### config.mk
export PLATFORM = sky130hd
export DESIGN_NAME = gesture_uart_reporter
export DESIGN_NICKNAME = d
export VERILOG_FILES = /design/src/rtl/gesture_pkg.sv /design/src/rtl/uart_tx_byte.sv /design/src/rtl/gesture_uart_reporter.sv
export SDC_FILE = /design/constraint.sdc
export NUM_CORES = 1
export LEC_CHECK = 0
export BUFFER_PORTS_ARGS = -buffer_cell sky130_fd_sc_hd__buf_2
export CORE_MARGIN = 2
export CORE_UTILIZATION = 65
export DETAILED_ROUTE_END_ITERATION = 10
export GPL_TIMING_DRIVEN = 0
export PLACE_DENSITY = 0.81
export SLEW_MARGIN = 40
export SYNTH_ARGS = -nofsm -noshare
export SYNTH_HDL_FRONTEND = slang
export SYNTH_SLANG_ARGS = --single-unit
### constraint.sdc
create_clock -name clk -period 3.2 [get_ports clk]
set_input_delay 0.64 -clock clk [delete_from_list [all_inputs] [get_ports clk]]
set_output_delay 0.64 -clock clk [all_outputs]
set_load 0.05 [all_outputs]
### src/rtl/gesture_pkg.sv
// rtl/gesture_pkg.sv - shared types and constants for the gesture UART reporter
package gesture_pkg;

   typedef enum logic [1:0] {
      GESTURE_UP    = 2'b00,
      GESTURE_DOWN  = 2'b01,
      GESTURE_LEFT  = 2'b10,
      GESTURE_RIGHT = 2'b11
   } gesture_t;

   localparam logic [7:0] PKT_HEADER = 8'hA5;

   typedef enum logic [1:0] {
      TX_IDLE,
      TX_START,
      TX_DATA,
      TX_STOP
   } tx_state_t;

endpackage

### src/rtl/uart_tx_byte.sv
// rtl/uart_tx_byte.sv - 8N1 LSB-first byte serializer
// ready is also high in the last stop-bit cycle, so a following byte starts back-to-back.
module uart_tx_byte
   import gesture_pkg::*;
#(
   parameter int CLKS_PER_BIT = 104
) (
   input  logic       clk,
   input  logic       rst,
   input  logic       start,
   input  logic [7:0] data,
   output logic       tx,
   output logic       ready
);

   localparam int BW = (CLKS_PER_BIT > 1) ? $clog2(CLKS_PER_BIT) : 1;
   localparam logic [BW-1:0] BAUD_LAST = BW'(CLKS_PER_BIT - 1);

   tx_state_t     state_q, state_d;
   logic [BW-1:0] baud_q, baud_d;
   logic [2:0]    bit_q, bit_d;
   logic [7:0]    data_q, data_d;
   logic          tx_q, tx_d;
   logic          last_tick;

   assign last_tick = (baud_q == BAUD_LAST);
   assign ready     = (state_q == TX_IDLE) || ((state_q == TX_STOP) && last_tick);
   assign tx        = tx_q;

   always_comb begin
      state_d = state_q;
      baud_d  = baud_q;
      bit_d   = bit_q;
      data_d  = data_q;
      tx_d    = tx_q;
      if (state_q != TX_IDLE) begin
         baud_d = last_tick ? '0 : baud_q + BW'(1);
      end
      case (state_q)
         TX_IDLE: tx_d = 1'b1;
         TX_START: begin
            if (last_tick) begin
               state_d = TX_DATA;
               bit_d   = 3'd0;
               tx_d    = data_q[0];
            end
         end
         TX_DATA: begin
            if (last_tick) begin
               if (bit_q == 3'd7) begin
                  state_d = TX_STOP;
                  tx_d    = 1'b1;
               end else begin
                  bit_d = bit_q + 3'd1;
                  tx_d  = data_q[bit_q + 3'd1];
               end
            end
         end
         TX_STOP: begin
            if (last_tick) begin
               state_d = TX_IDLE;
               tx_d    = 1'b1;
            end
         end
         default: state_d = TX_IDLE;
      endcase
      if (start && ready) begin
         state_d = TX_START;
         baud_d  = '0;
         data_d  = data;
         tx_d    = 1'b0;
      end
   end

   always_ff @(posedge clk) begin
      if (rst) begin
         state_q <= TX_IDLE;
         baud_q  <= '0;
         bit_q   <= '0;
         data_q  <= '0;
         tx_q    <= 1'b1;
      end else begin
         state_q <= state_d;
         baud_q  <= baud_d;
         bit_q   <= bit_d;
         data_q  <= data_d;
         tx_q    <= tx_d;
      end
   end

endmodule

### src/rtl/gesture_uart_reporter.sv
// rtl/gesture_uart_reporter.sv - gesture confirmation, cooldown and 2-byte UART packet sequencer
module gesture_uart_reporter
   import gesture_pkg::*;
#(
   parameter int CLKS_PER_BIT     = 104,
   parameter int CONFIRM_COUNT    = 2,
   parameter int COOLDOWN_WINDOWS = 3
) (
   input  logic       clk,
   input  logic       rst,
   input  logic [1:0] gesture,
   input  logic       valid,
   input  logic       pass,
   output logic       uart_tx,
   output logic       busy,
   output logic       report_strobe,
   output logic [1:0] reported_gesture,
   output logic       dropped
);

   localparam logic [3:0] CONFIRM_L  = 4'(CONFIRM_COUNT);
   localparam logic [3:0] COOLDOWN_L = 4'(COOLDOWN_WINDOWS);

   gesture_t   cand_q, cand_d, rep_q, rep_d, in_gesture;
   logic [3:0] cnt_q, cnt_d, cooldown_q, cooldown_d, seq_q, seq_d;
   logic [7:0] byte1_q, byte1_d;
   logic       busy_q, busy_d, byte_sel_q, byte_sel_d;
   logic       strobe_q, strobe_d, dropped_q, dropped_d;
   logic       confirm, ser_start, ser_ready;
   logic [7:0] ser_data;

   always_comb begin
      in_gesture = gesture_t'(gesture);
      cand_d     = cand_q;
      cnt_d      = cnt_q;
      cooldown_d = cooldown_q;
      seq_d      = seq_q;
      byte1_d    = byte1_q;
      busy_d     = busy_q;
      byte_sel_d = byte_sel_q;
      rep_d      = rep_q;
      strobe_d   = 1'b0;
      dropped_d  = 1'b0;
      confirm    = 1'b0;
      ser_start  = 1'b0;
      ser_data   = PKT_HEADER;

      // A saturated count never refires; only a fresh streak reaching the target does.
      if (valid) begin
         if (cooldown_q != 4'd0) begin
            cooldown_d = cooldown_q - 4'd1;
         end else if (!pass) begin
            cnt_d = 4'd0;
         end else if ((cnt_q == 4'd0) || (in_gesture != cand_q)) begin
            cand_d  = in_gesture;
            cnt_d   = 4'd1;
            confirm = (CONFIRM_L == 4'd1);
         end else if (cnt_q != CONFIRM_L) begin
            cnt_d   = cnt_q + 4'd1;
            confirm = (cnt_d == CONFIRM_L);
         end
      end

      if (busy_q && ser_ready) begin
         if (!byte_sel_q) begin
            ser_start  = 1'b1;
            ser_data   = byte1_q;
            byte_sel_d = 1'b1;
         end else begin
            busy_d = 1'b0;
         end
      end

      if (confirm) begin
         if (!busy_q) begin
            ser_start  = 1'b1;
            ser_data   = PKT_HEADER;
            busy_d     = 1'b1;
            byte_sel_d = 1'b0;
            strobe_d   = 1'b1;
            rep_d      = cand_d;
            byte1_d    = {seq_q, 2'b00, cand_d};
            seq_d      = seq_q + 4'd1;
            cooldown_d = COOLDOWN_L;
            cnt_d      = 4'd0;
         end else begin
            dropped_d = 1'b1;
         end
      end
   end

   always_ff @(posedge clk) begin
      if (rst) begin
         cand_q     <= GESTURE_UP;
         cnt_q      <= '0;
         cooldown_q <= '0;
         seq_q      <= '0;
         byte1_q    <= '0;
         busy_q     <= 1'b0;
         byte_sel_q <= 1'b0;
         rep_q      <= GESTURE_UP;
         strobe_q   <= 1'b0;
         dropped_q  <= 1'b0;
      end else begin
         cand_q     <= cand_d;
         cnt_q      <= cnt_d;
         cooldown_q <= cooldown_d;
         seq_q      <= seq_d;
         byte1_q    <= byte1_d;
         busy_q     <= busy_d;
         byte_sel_q <= byte_sel_d;
         rep_q      <= rep_d;
         strobe_q   <= strobe_d;
         dropped_q  <= dropped_d;
      end
   end

   uart_tx_byte #(
      .CLKS_PER_BIT(CLKS_PER_BIT)
   ) u_tx (
      .clk  (clk),
      .rst  (rst),
      .start(ser_start),
      .data (ser_data),
      .tx   (uart_tx),
      .ready(ser_ready)
   );

   assign busy             = busy_q;
   assign report_strobe    = strobe_q;
   assign reported_gesture = rep_q;
   assign dropped          = dropped_q;

endmodule

==> impl_results.md, run 1 <==
- Avg Cell Area, Syn: between 8 and 9 um^2
- CTS resizes: 0
- Total track usage: 0.273
- Synth Net Count: ~300
- Tmin final: about 2.3 ns
- H-Tree Depth: 2
- Via count: approximately 2100
- Die Ht: ~65 um
- Iter 0 DRT Violations: roughly 160
- Peak fanout along the critical path: 10
- Pwr Density: 561 nW/um^2
- Slew Viols, Final: 0
- Placer Congestion: about 0.86
- Layout cell share with drive strength beyond 1: 0.120
- Initial antenna violation count: 0
- Cell count after placement: about 330
- Mapped cell area: 2420 um^2
- WS Path Type: reg -> reg
- CORE AREA: between 3000 and 4000 um^2
- Hold crit path type: reg -> reg
- # Post-CTS Setup Buffers: 0
- Via density: 6.27
- Final ANT Viol Nets: 0
- Switching share of power: 0.302
- Worst Clk Skew: 0.00569 ns
- Arrival time at the worst endpoint: 2.49 ns
- First-pass GRT wire length: between 9 and 10 mm
- Synth Register Bits: 44
- Total Neg Setup Slack: 0 ns
- Total gr overflow: 0
- CTS buffer count: 5
- Asr flop ratio synth: 0
- P_sw: roughly 450 uW
- Final count of hold timing violations: 0
- Later-pin clock latency in the skew report: around 0.3 ns
- Port bufs: 10
- Clock tree buffer depth: 2
- Die area: 4230 um^2
- Vias in the first global route: 2020
- Relative max-transition margin: 0.594
- Chip Width: ~65 um
- Wire length per cell: approximately 16 um
- DR DRC count: 0
- Worst Path Required: between 3 and 4 ns
- Largest net degree at the start of global routing: 14
- Main synth FF type: dfxtp_1
- Status: finished, final reports clean
- Maxcap violations: 0
- Final worst slack: 0.905 ns
- Final period utilization: 0.717
- Sequential share of the synthesized area: 0.364
- Internal power: between 1 and 1.5 mW
- Gate count of the mapped netlist: between 200 and 300
- Nets: between 300 and 400
- Synth cell types: 57
- Final Setup Violations: 0
- Num Clock Sinks: 44
- Final core utilization: 0.732
- Worst-Margin Slew: ~0.6 ns
- Warnings, synthesis: 0
- Reg power frac: 0.416
- RSZ-0062 raised after global routing: no
- Logic pwr share: 0.255
- Area grow syn2layout: 9.87%
- Clock-pin slew on the worst setup and hold paths: approximately 0.08 ns
- Final cell count without fillers: around 340
- Leakage: around 0.95 nW
- Clock power frac: 0.330
- CP Launch Type: flip-flop
- I/O Pins: 12
- Number of synthesized flops with an enable pin: 0
- # rows: 22
- Hold_buf cts: 0
- Place WS: about 0.68 ns
- CTS root buf: clkbuf_8
- CP Capture Type: flip-flop
- CTS tree: yes
- Starting Density: 0.667
- Hold WS: about 0.48 ns
- Drt first pass iters: 4
- Final WL: 5.27 mm
- # diodes: 0
- Fmax: 436 MHz
- Hpwl dp: about 3.6 mm
- Maximum vdd drop: between 300 and 400 uV
path summary, 6_finish.rpt:
path,from,end,slack [ns],cells past startpoint
worst min-delay path,u_tx.data_q[2],u_tx.data_q[2],0.48,2
worst max register to register,cooldown_q[0],byte1_q[1],0.90,8
worst max-delay path,cooldown_q[0],byte1_q[1],0.90,8
worst min register to register,u_tx.data_q[2],u_tx.data_q[2],0.48,2
through the flow:
step	cell area (um^2)	total power [mW]
final	2660	1.49
after global routing	2660	1.57
after CTS	2660	1.49
after detailed placement	2530	1.01
after global placement	2530	1.00
after floorplan	2420	0.930
cell usage after synthesis, types with 3 or more instances:
cell type  number  area [um^2]
xnor2_1         4         35.0
nor2b_1         5         31.3
nor3_1          5         25.0
o31ai_1         4         30.0
o311ai_1        3         26.3
nor4_1          3         18.8
a21oi_1        22          110
nor2_1         19         71.3
o22ai_1         3         18.8
clkbuf_1        8         30.0
o211ai_1        4         30.0
o221ai_1        3         26.3
ha_1           15          188
nand2b_1        4         25.0
nand2_1        19         71.3
o21ai_0        13         65.1
a211oi_1        4         30.0
nand4b_1        3         26.3
mux2i_1         6         60.1
nor4b_1         4         35.0
nand4_1         4         25.0
inv_1           9         33.8
xor2_1          4         35.0
nand3_1        16         80.1
and2_1          3         18.8
dfxtp_1        44          881
cells by family after synthesis:
group / share of synthesized area
mux: 0.0480
simple gates: 0.231
compound gates: 0.199
xor+xnor: 0.0289
flops: 0.364
fa+ha+maj: 0.0775
buf+inv: 0.0522
state kept, by name (all words and copies together), names as in the netlist:
register,flops
u_tx.state_q,2
byte1_q,5
report_strobe,1
byte_sel_q,1
dropped,1
u_tx.tx,1
seq_q,4
cand_q,2
u_tx.baud_q,7
busy,1
cnt_q,4
reported_gesture,1
u_tx.bit_q,3
u_tx.data_q,7
cooldown_q,4
per-layer routing:
| metal | share of wire | global-route usage |
|---|---|---|
| met1 | 0.48 | 0.369 |
| met2 | 0.48 | 0.439 |
| met3 | 0.040 | 0.0556 |
| met4 | 0.0080 | 0.0859 |
| met5 | 0 | 0 |
critical path, stage by stage (launching register included):
cell      delay, ns
dfxtp_1        0.31
inv_1          0.08
ha_1           0.22
and4bb_4       0.32
and2_4         0.16
buf_6          0.13
nand3_1        0.17
nor3_4         0.44
mux2_1         0.36
power groups by stage:
stage          clock network [mW]  registers [mW]  logic [mW]
4_1_cts                     0.494           0.620       0.380
6_report                    0.492           0.621       0.380
3_3_place_gp                    0           0.632       0.369
5_1_grt                     0.516           0.626       0.426
2_1_floorplan                   0           0.632       0.298
3_5_place_dp                    0           0.633       0.374
area by class of cell:
type	instances	area, um^2
Multi-Input combinational cell	203	1420
Fill cell	290	972
Sequential cell	44	881
Buffer	16	85.1
Clock buffer	5	68.8
Clock inverter	2	60.1
Tap cell	48	60.1
Timing Repair Buffer	10	50.0
Inverter	11	41.3
layout by cell type (no fill, tap or decap), types with 3 or more instances in the layout:
cell,n
ha_1,15
clkbuf_1,8
nor4_1,3
inv_1,9
nor2_1,19
nand4b_1,3
a211oi_1,4
dfxtp_1,44
nand2b_1,4
o311ai_1,3
o211ai_1,4
nand3_1,16
buf_2,12
o21ai_0,13
nor4b_1,4
o221ai_1,3
o22ai_1,3
a21oi_1,22
nand2_1,19
xnor2_1,4
nor2b_1,5
and2_1,3
clkbuf_8,5
nand4_1,4
mux2i_1,6
o31ai_1,4
nor3_1,5
xor2_1,4
Note: power is estimated with default switching activity, not from simulation.
==> run 2, diff against run 1 <==
--- a/config.mk
+++ b/config.mk
@@ -7,10 +7,10 @@
 export LEC_CHECK = 0
 export BUFFER_PORTS_ARGS = -buffer_cell sky130_fd_sc_hd__buf_2
 export CORE_MARGIN = 2
-export CORE_UTILIZATION = 65
+export CORE_UTILIZATION = 61
 export DETAILED_ROUTE_END_ITERATION = 10
 export GPL_TIMING_DRIVEN = 0
-export PLACE_DENSITY = 0.81
+export PLACE_DENSITY = 0.76
 export SLEW_MARGIN = 40
 export SYNTH_ARGS = -nofsm -noshare
 export SYNTH_HDL_FRONTEND = slang
==> constraint.sdc (replaced) <==
create_clock -name clk -period 2.4 [get_ports clk]
set_input_delay 0.48 -clock clk [delete_from_list [all_inputs] [get_ports clk]]
set_output_delay 0.48 -clock clk [all_outputs]
set_load 0.05 [all_outputs]
==> run 2 against run 1 <==
Via count down 0.89%. Utilization down 1.5 points. Critical path type unchanged. Power up 28%. Register-to-register slack worse by 0.78 ns. Final cell count up 2.1%. First-iteration DRC count down 24%. Largest power group unchanged. Clock power up 15%. Sequential power up 33%. Global-route usage down 1.6 points. Non-clock buffer count up 6. Critical path depth unchanged. Wire length down 0.51%.
==> impl_results.md, run 2 (synthesized netlist as in run 1, its figures left out) <==
- Status: finished, final reports clean (unchanged)
- Logic pwr share: 0.273 (was 0.255)
- Clock power frac: 0.295 (was 0.330)
- Pwr Density: 713 nW/um^2 (was 561 nW/um^2)
- Worst-Margin Slew: 0.606 ns (about the same)
- Num Clock Sinks: 44 (unchanged)
- Finished Cell Area: 2690 um^2 (was 2660 um^2)
- Largest net degree at the start of global routing: 14 (unchanged)
- Switching share of power: 0.321 (was 0.302)
- Initial antenna violation count: 0 (unchanged)
- Cell count after placement: 332 (unchanged)
- Wire length per cell: 15.2 um (was 15.6 um)
- Dpl cell area: 2530 um^2 (unchanged)
- FILL cells: 310 (was 290)
- Clock-pin slew on the worst setup and hold paths: 0.08 ns (about the same)
- H-Tree Depth: 2 (unchanged)
- Vias in the first global route: 1896 (was 2020)
- Clock tree buffer depth: 2 (unchanged)
- Internal power: 1.30 mW (was 1.04 mW)
- Final period utilization: 0.949 (was 0.717)
- CTS buffer count: 5 (unchanged)
- Worst Path Required: 2.60 ns (was 3.39 ns)
- CTS root buf: clkbuf_8 (unchanged)
- R2R setup slack: 0.12 ns (was 0.90 ns)
- Final core utilization: 0.717 (was 0.732)
- Fmax: 439 MHz (was 436 MHz)
- Hold WS: 0.449 ns (was 0.477 ns)
- Reg power frac: 0.432 (was 0.416)
- Commonest non-fill, non-tap cell in the layout: dfxtp_1 (unchanged)
- Final WL: 5.25 mm (was 5.27 mm)
- Final Setup Violations: 0 (unchanged)
- Relative max-transition margin: 0.595 (was 0.594)
- Cells along the critical path: inv_1 -> ha_1 -> and4bb_4 -> and2_4 -> buf_6 -> nand3_1 -> nor3_4 -> mux2_1 (unchanged)
- Place WS: 0.0229 ns (was 0.684 ns)
- Most frequent cells in the layout: dfxtp_1 (44), a21oi_1 (22), nand2_1 (19), nor2_1 (19), nand3_1 (16) (unchanged)
- CP Launch Type: flip-flop (unchanged)
- CTS resizes: 0 (unchanged)
- CTS tree: yes (unchanged)
- Arrival time at the worst endpoint: 2.48 ns (was 2.49 ns)
- P_sw: 614 uW (was 451 uW)
- Via count: 2108 (was 2127)
- Via density: 6.09 (was 6.27)
- # diodes: 0 (unchanged)
- Worst Clk Skew: 0.00437 ns (was 0.00569 ns)
- CORE AREA: 3740 um^2 (was 3630 um^2)
- Maximum vdd drop: 549 uV (was 335 uV)
- Drt first pass iters: 4 (unchanged)
- Later-pin clock latency in the skew report: 0.30 ns (about the same)
- CP Capture Type: flip-flop (unchanged)
- Hold crit path type: in -> reg (was reg -> reg)
- Layout cell share with drive strength beyond 1: 0.138 (was 0.120)
- First-pass GRT wire length: 8.64 mm (was 9.09 mm)
- WS Path Type: reg -> reg (unchanged)
- Nets: 318 (was 312)
- Final cell count without fillers: 346 (was 339)
- Final worst slack: 0.122 ns (was 0.905 ns)
- # rows: 22 (unchanged)
- Biggest regs: u_tx.baud_q x7, u_tx.data_q x7, byte1_q x5 (unchanged)
- Tmin final: 2.28 ns (was 2.30 ns)
- Max layer used: met4 (unchanged)
- Total gr overflow: 0 (unchanged)
- Total track usage: 0.257 (was 0.273)
- Final count of hold timing violations: 0 (unchanged)
- Die Ht: 67.0 um (was 65.0 um)
- Metal-1 WL: 2.53 mm (was 2.51 mm)
- Starting Density: 0.647 (was 0.667)
- Chip Width: 67.0 um (was 65.0 um)
- Crit path largest cell delay: 0.43 ns (was 0.44 ns)
- Leakage: 0.972 nW (was 0.947 nW)
- Placer Congestion: 0.874 (was 0.858)
- Area grow syn2layout: 10.8% (was 9.87%)
- Hpwl dp: 3.74 mm (was 3.64 mm)
- DR DRC count: 0 (unchanged)
- WL met2: 2.44 mm (was 2.51 mm)
- Hold_buf cts: 0 (unchanged)
- Slew Viols, Final: 0 (unchanged)
- Die area: 4490 um^2 (was 4230 um^2)
- Maxcap violations: 0 (unchanged)
- Port bufs: 10 (unchanged)
- Critical-path top delay cell: nor3_4 (unchanged)
- Final ANT Viol Nets: 0 (unchanged)
- Iter 0 DRT Violations: 120 (was 157)
- I/O Pins: 12 (unchanged)
- Metal3 WL: 217 um (was 209 um)
- Peak fanout along the critical path: 8 (was 10)
## run 2: cell types whose count changed in the layout (fill, tap and decap cells not counted)
cell,change
clkbuf_1,+1
bufinv_16,-1
clkinv_2,+1
buf_4,+6
## run 2: layout make-up
cell class,instances,area (um^2),area share
clock inverter,2,35.0,0.0130
buffer,16,85.1,0.0317
clock buffer,6,72.6,0.0270
multi-input combinational,203,1420,0.527
tap,48,60.1,0.0224
sequential,44,881,0.328
inverter,11,41.3,0.0154
timing repair buffer,16,95.1,0.0354
## run 2: worst paths after layout
path                       from    endpoint  cells after the start
setup / recovery  cooldown_q[0]  byte1_q[1]                      8
hold / removal             pass    cnt_q[0]                      3
setup reg to reg  cooldown_q[0]  byte1_q[1]                      8
hold reg to reg      byte1_q[5]  byte1_q[5]                      2
## run 2: layer usage
layer | vias up | track usage
li1 | 1065 | -
met1 | 995 | 0.336
met2 | 42 | 0.417
met3 | 6 | 0.0524
met4 | 0 | 0.0893
met5 | - | 0
## run 2: power groups by stage
stage          logic, mW  registers [mW]  clock network [mW]
2_1_floorplan      0.398           0.842                   0
3_3_place_gp       0.495           0.843                   0
3_5_place_dp       0.508           0.843                   0
4_1_cts            0.513           0.826               0.570
5_1_grt            0.590           0.834               0.595
6_report           0.522           0.826               0.565
## run 2: critical path: cells and delay by family (launching register included)
kind | cells | cell delay, ns
adders and majority gates | 1 | 0.22
DFF | 1 | 0.31
and+or+nand+nor | 4 | 1.07
muxes | 1 | 0.36
buffers and inverters | 2 | 0.21
## run 2: repair_timing
action / in CTS / in global routing
buffers inserted: 0 / 6
endpoints found under the hold margin: 0 / 0
setup endpoints to repair: 0 / 2
## run 2: per-stage QoR
stage,power [mW],setup TNS [ns]
floorplan,1.24,0
global placement,1.34,0
detailed placement,1.35,0
CTS,1.91,0
global route,2.02,-0.0239
finish,1.91,0
==> run 3, diff against run 2 <==
--- a/config.mk
+++ b/config.mk
@@ -7,10 +7,10 @@
 export LEC_CHECK = 0
 export BUFFER_PORTS_ARGS = -buffer_cell sky130_fd_sc_hd__buf_2
 export CORE_MARGIN = 2
-export CORE_UTILIZATION = 61
+export CORE_UTILIZATION = 52
 export DETAILED_ROUTE_END_ITERATION = 10
 export GPL_TIMING_DRIVEN = 0
-export PLACE_DENSITY = 0.76
+export PLACE_DENSITY = 0.66
 export SLEW_MARGIN = 40
 export SYNTH_ARGS = -nofsm -noshare
 export SYNTH_HDL_FRONTEND = slang
==> run 3 against run 2 <==
Global-route usage fell by 4.2 points. Clock power up 39%. Utilization shrank 10 points. Flip-flop and latch count unchanged. Worst setup slack better by 0.018 ns. Clock skew increased by 0.00075 ns. Wire length fell by 1.3%. Critical path type unchanged. Critical endpoint unchanged. Largest cell class unchanged.
==> impl_results.md, run 3 (synthesized netlist as in run 1, its figures left out) <==
- Port bufs: 10 (unchanged)
- Placer Congestion: 0.854 (was 0.874)
- Worst Path Required: 2.60 ns (about the same)
- Biggest regs: u_tx.baud_q x7, u_tx.data_q x7, byte1_q x5 (unchanged)
- Tmin final: 2.26 ns (was 2.28 ns)
- Pwr Density: 783 nW/um^2 (was 713 nW/um^2)
- CTS buffer count: 5 (unchanged)
- Leakage: 0.984 nW (was 0.972 nW)
- Area grow syn2layout: 12.6% (was 10.8%)
- Wire length per cell: 14.9 um (was 15.2 um)
- CORE AREA: 4410 um^2 (was 3740 um^2)
- Arrival time at the worst endpoint: 2.46 ns (was 2.48 ns)
- Chip Width: 72.3 um (was 67.0 um)
- CP Launch Type: flip-flop (unchanged)
- First-pass GRT wire length: 8.81 mm (was 8.64 mm)
- Worst Clk Skew: 0.00512 ns (was 0.00437 ns)
- Via count: 2090 (was 2108)
- Switching share of power: 0.290 (was 0.321)
- Total track usage: 0.215 (was 0.257)
- Commonest non-fill, non-tap cell in the layout: dfxtp_1 (unchanged)
- Hold WS: 0.454 ns (was 0.449 ns)
- Final cell count without fillers: 348 (was 346)
- # diodes: 0 (unchanged)
- Peak fanout along the critical path: 8 (unchanged)
- WS Path Type: reg -> reg (unchanged)
- Logic pwr share: 0.245 (was 0.273)
- Status: finished, final reports clean (unchanged)
- Clock tree buffer depth: 2 (unchanged)
- CTS root buf: clkbuf_8 (unchanged)
- RSZ-0062 raised after global routing: no
- Later-pin clock latency in the skew report: 0.31 ns (was 0.30 ns)
- # rows: 24 (was 22)
- Critical-path top delay cell: nor3_4 (unchanged)
- Finished Cell Area: 2730 um^2 (was 2690 um^2)
- Final core utilization: 0.618 (was 0.717)
- Most frequent cells in the layout: dfxtp_1 (44), a21oi_1 (22), nand2_1 (19), nor2_1 (19), nand3_1 (16) (unchanged)
- Die Ht: 72.3 um (was 67.0 um)
- Drt first pass iters: 4 (unchanged)
- Worst-Margin Slew: 0.597 ns (was 0.606 ns)
- Final ANT Viol Nets: 0 (unchanged)
- Final count of hold timing violations: 0 (unchanged)
- Hold crit path type: in -> reg (unchanged)
- Maxcap violations: 0 (unchanged)
- Final period utilization: 0.942 (was 0.949)
- Num Clock Sinks: 44 (unchanged)
- Iter 0 DRT Violations: 146 (was 120)
- Clock-pin slew on the worst setup and hold paths: 0.08 ns (about the same)
- Relative max-transition margin: 0.601 (was 0.595)
- Reg power frac: 0.387 (was 0.432)
- CTS tree: yes (unchanged)
- Maximum vdd drop: 437 uV (was 549 uV)
- Fmax: 442 MHz (was 439 MHz)
- Nets: 316 (was 318)
- Total gr overflow: 0 (unchanged)
- Internal power: 1.52 mW (was 1.30 mW)
- Clock power frac: 0.368 (was 0.295)
- Dpl cell area: 2540 um^2 (was 2530 um^2)
- Final WL: 5.18 mm (was 5.25 mm)
- H-Tree Depth: 2 (unchanged)
- Vias in the first global route: 1858 (was 1896)
- Largest net degree at the start of global routing: 15 (was 14)
- Starting Density: 0.549 (was 0.647)
- CP Capture Type: flip-flop (unchanged)
- Total Neg Setup Slack: 0 ns (unchanged)
- Via density: 6.01 (was 6.09)
- Hpwl dp: 3.77 mm (was 3.74 mm)
- CTS resizes: 0 (unchanged)
- Initial antenna violation count: 0 (unchanged)
- Die area: 5220 um^2 (was 4490 um^2)
- DR DRC count: 0 (unchanged)
- Crit path largest cell delay: 0.40 ns (was 0.43 ns)
- Layout cell share with drive strength beyond 1: 0.135 (was 0.138)
- Final Setup Violations: 0 (unchanged)
- I/O Pins: 12 (unchanged)
- Slew Viols, Final: 0 (unchanged)
- Cells along the critical path: inv_1 -> ha_1 -> and4bb_4 -> and2_4 -> buf_6 -> nand3_1 -> nor3_4 -> mux2_1 (unchanged)
- Cell count after placement: 336 (was 332)
- P_sw: 619 uW (was 614 uW)
==> run 3: changes by cell type in the layout (fill, tap and decap cells not counted) <==
cell | before | now
buf_4 | 8 | 6
bufinv_16 | 1 | 3
clkinv_2 | 1 | 0
clkbuf_1 | 9 | 8
==> run 3: critical path, delay by kind of cell, from the launching register on <==
kind | cells | cell delay (ns)
mux | 1 | 0.35
fa+ha+maj | 1 | 0.23
simple gates | 4 | 1.04
flops | 1 | 0.32
buf+inv | 2 | 0.21
==> run 3: worst paths after layout <==
check	from	end	slack [ns]	cells after the start
hold / removal	pass	cnt_q[0]	0.45	3
setup reg to reg	cooldown_q[0]	byte1_q[1]	0.14	8
setup / recovery	cooldown_q[0]	byte1_q[1]	0.14	8
hold reg to reg	byte1_q[7]	byte1_q[7]	0.48	2
==> run 3: what timing repair did <==
item	in CTS	in global routing
endpoints found under the setup margin	0	2
setup buffers	0	4
hold buffers	0	0
==> run 3: layout make-up <==
type,count,area [um^2]
plain buffers,16,85.1
clock inverters,3,90.1
clock buffers,5,68.8
flip-flops and latches,44,881
well taps,52,65.1
inverters,11,41.3
repair buffers,14,80.1
multi-input cells,203,1420
fillers,404,1690
==> run 3: metal layers <==
layer,track usage,vias to the layer above,share of wire
met5,0,-,0
met4,0.0797,0,0.019
met3,0.0417,11,0.034
met2,0.323,35,0.44
met1,0.304,975,0.51
li1,-,1069,-
==> run 3: power by group through the flow <==
stage          combinational, mW  sequential [mW]  clock (mW)
5_1_grt                    0.583            0.836       0.827
4_1_cts                    0.512            0.827       0.802
2_1_floorplan              0.398            0.842           0
6_report                   0.523            0.827       0.786
3_5_place_dp               0.508            0.844           0
3_3_place_gp               0.502            0.844           0
==> run 3: metrics by stage <==
step / setup WS [ns] / total power [mW]
floorplan: 0.427 / 1.24
global placement: -0.0187 / 1.35
detailed placement: -0.00839 / 1.35
CTS: 0.0716 / 2.14
global route: 0.0135 / 2.25
finish: 0.139 / 2.14
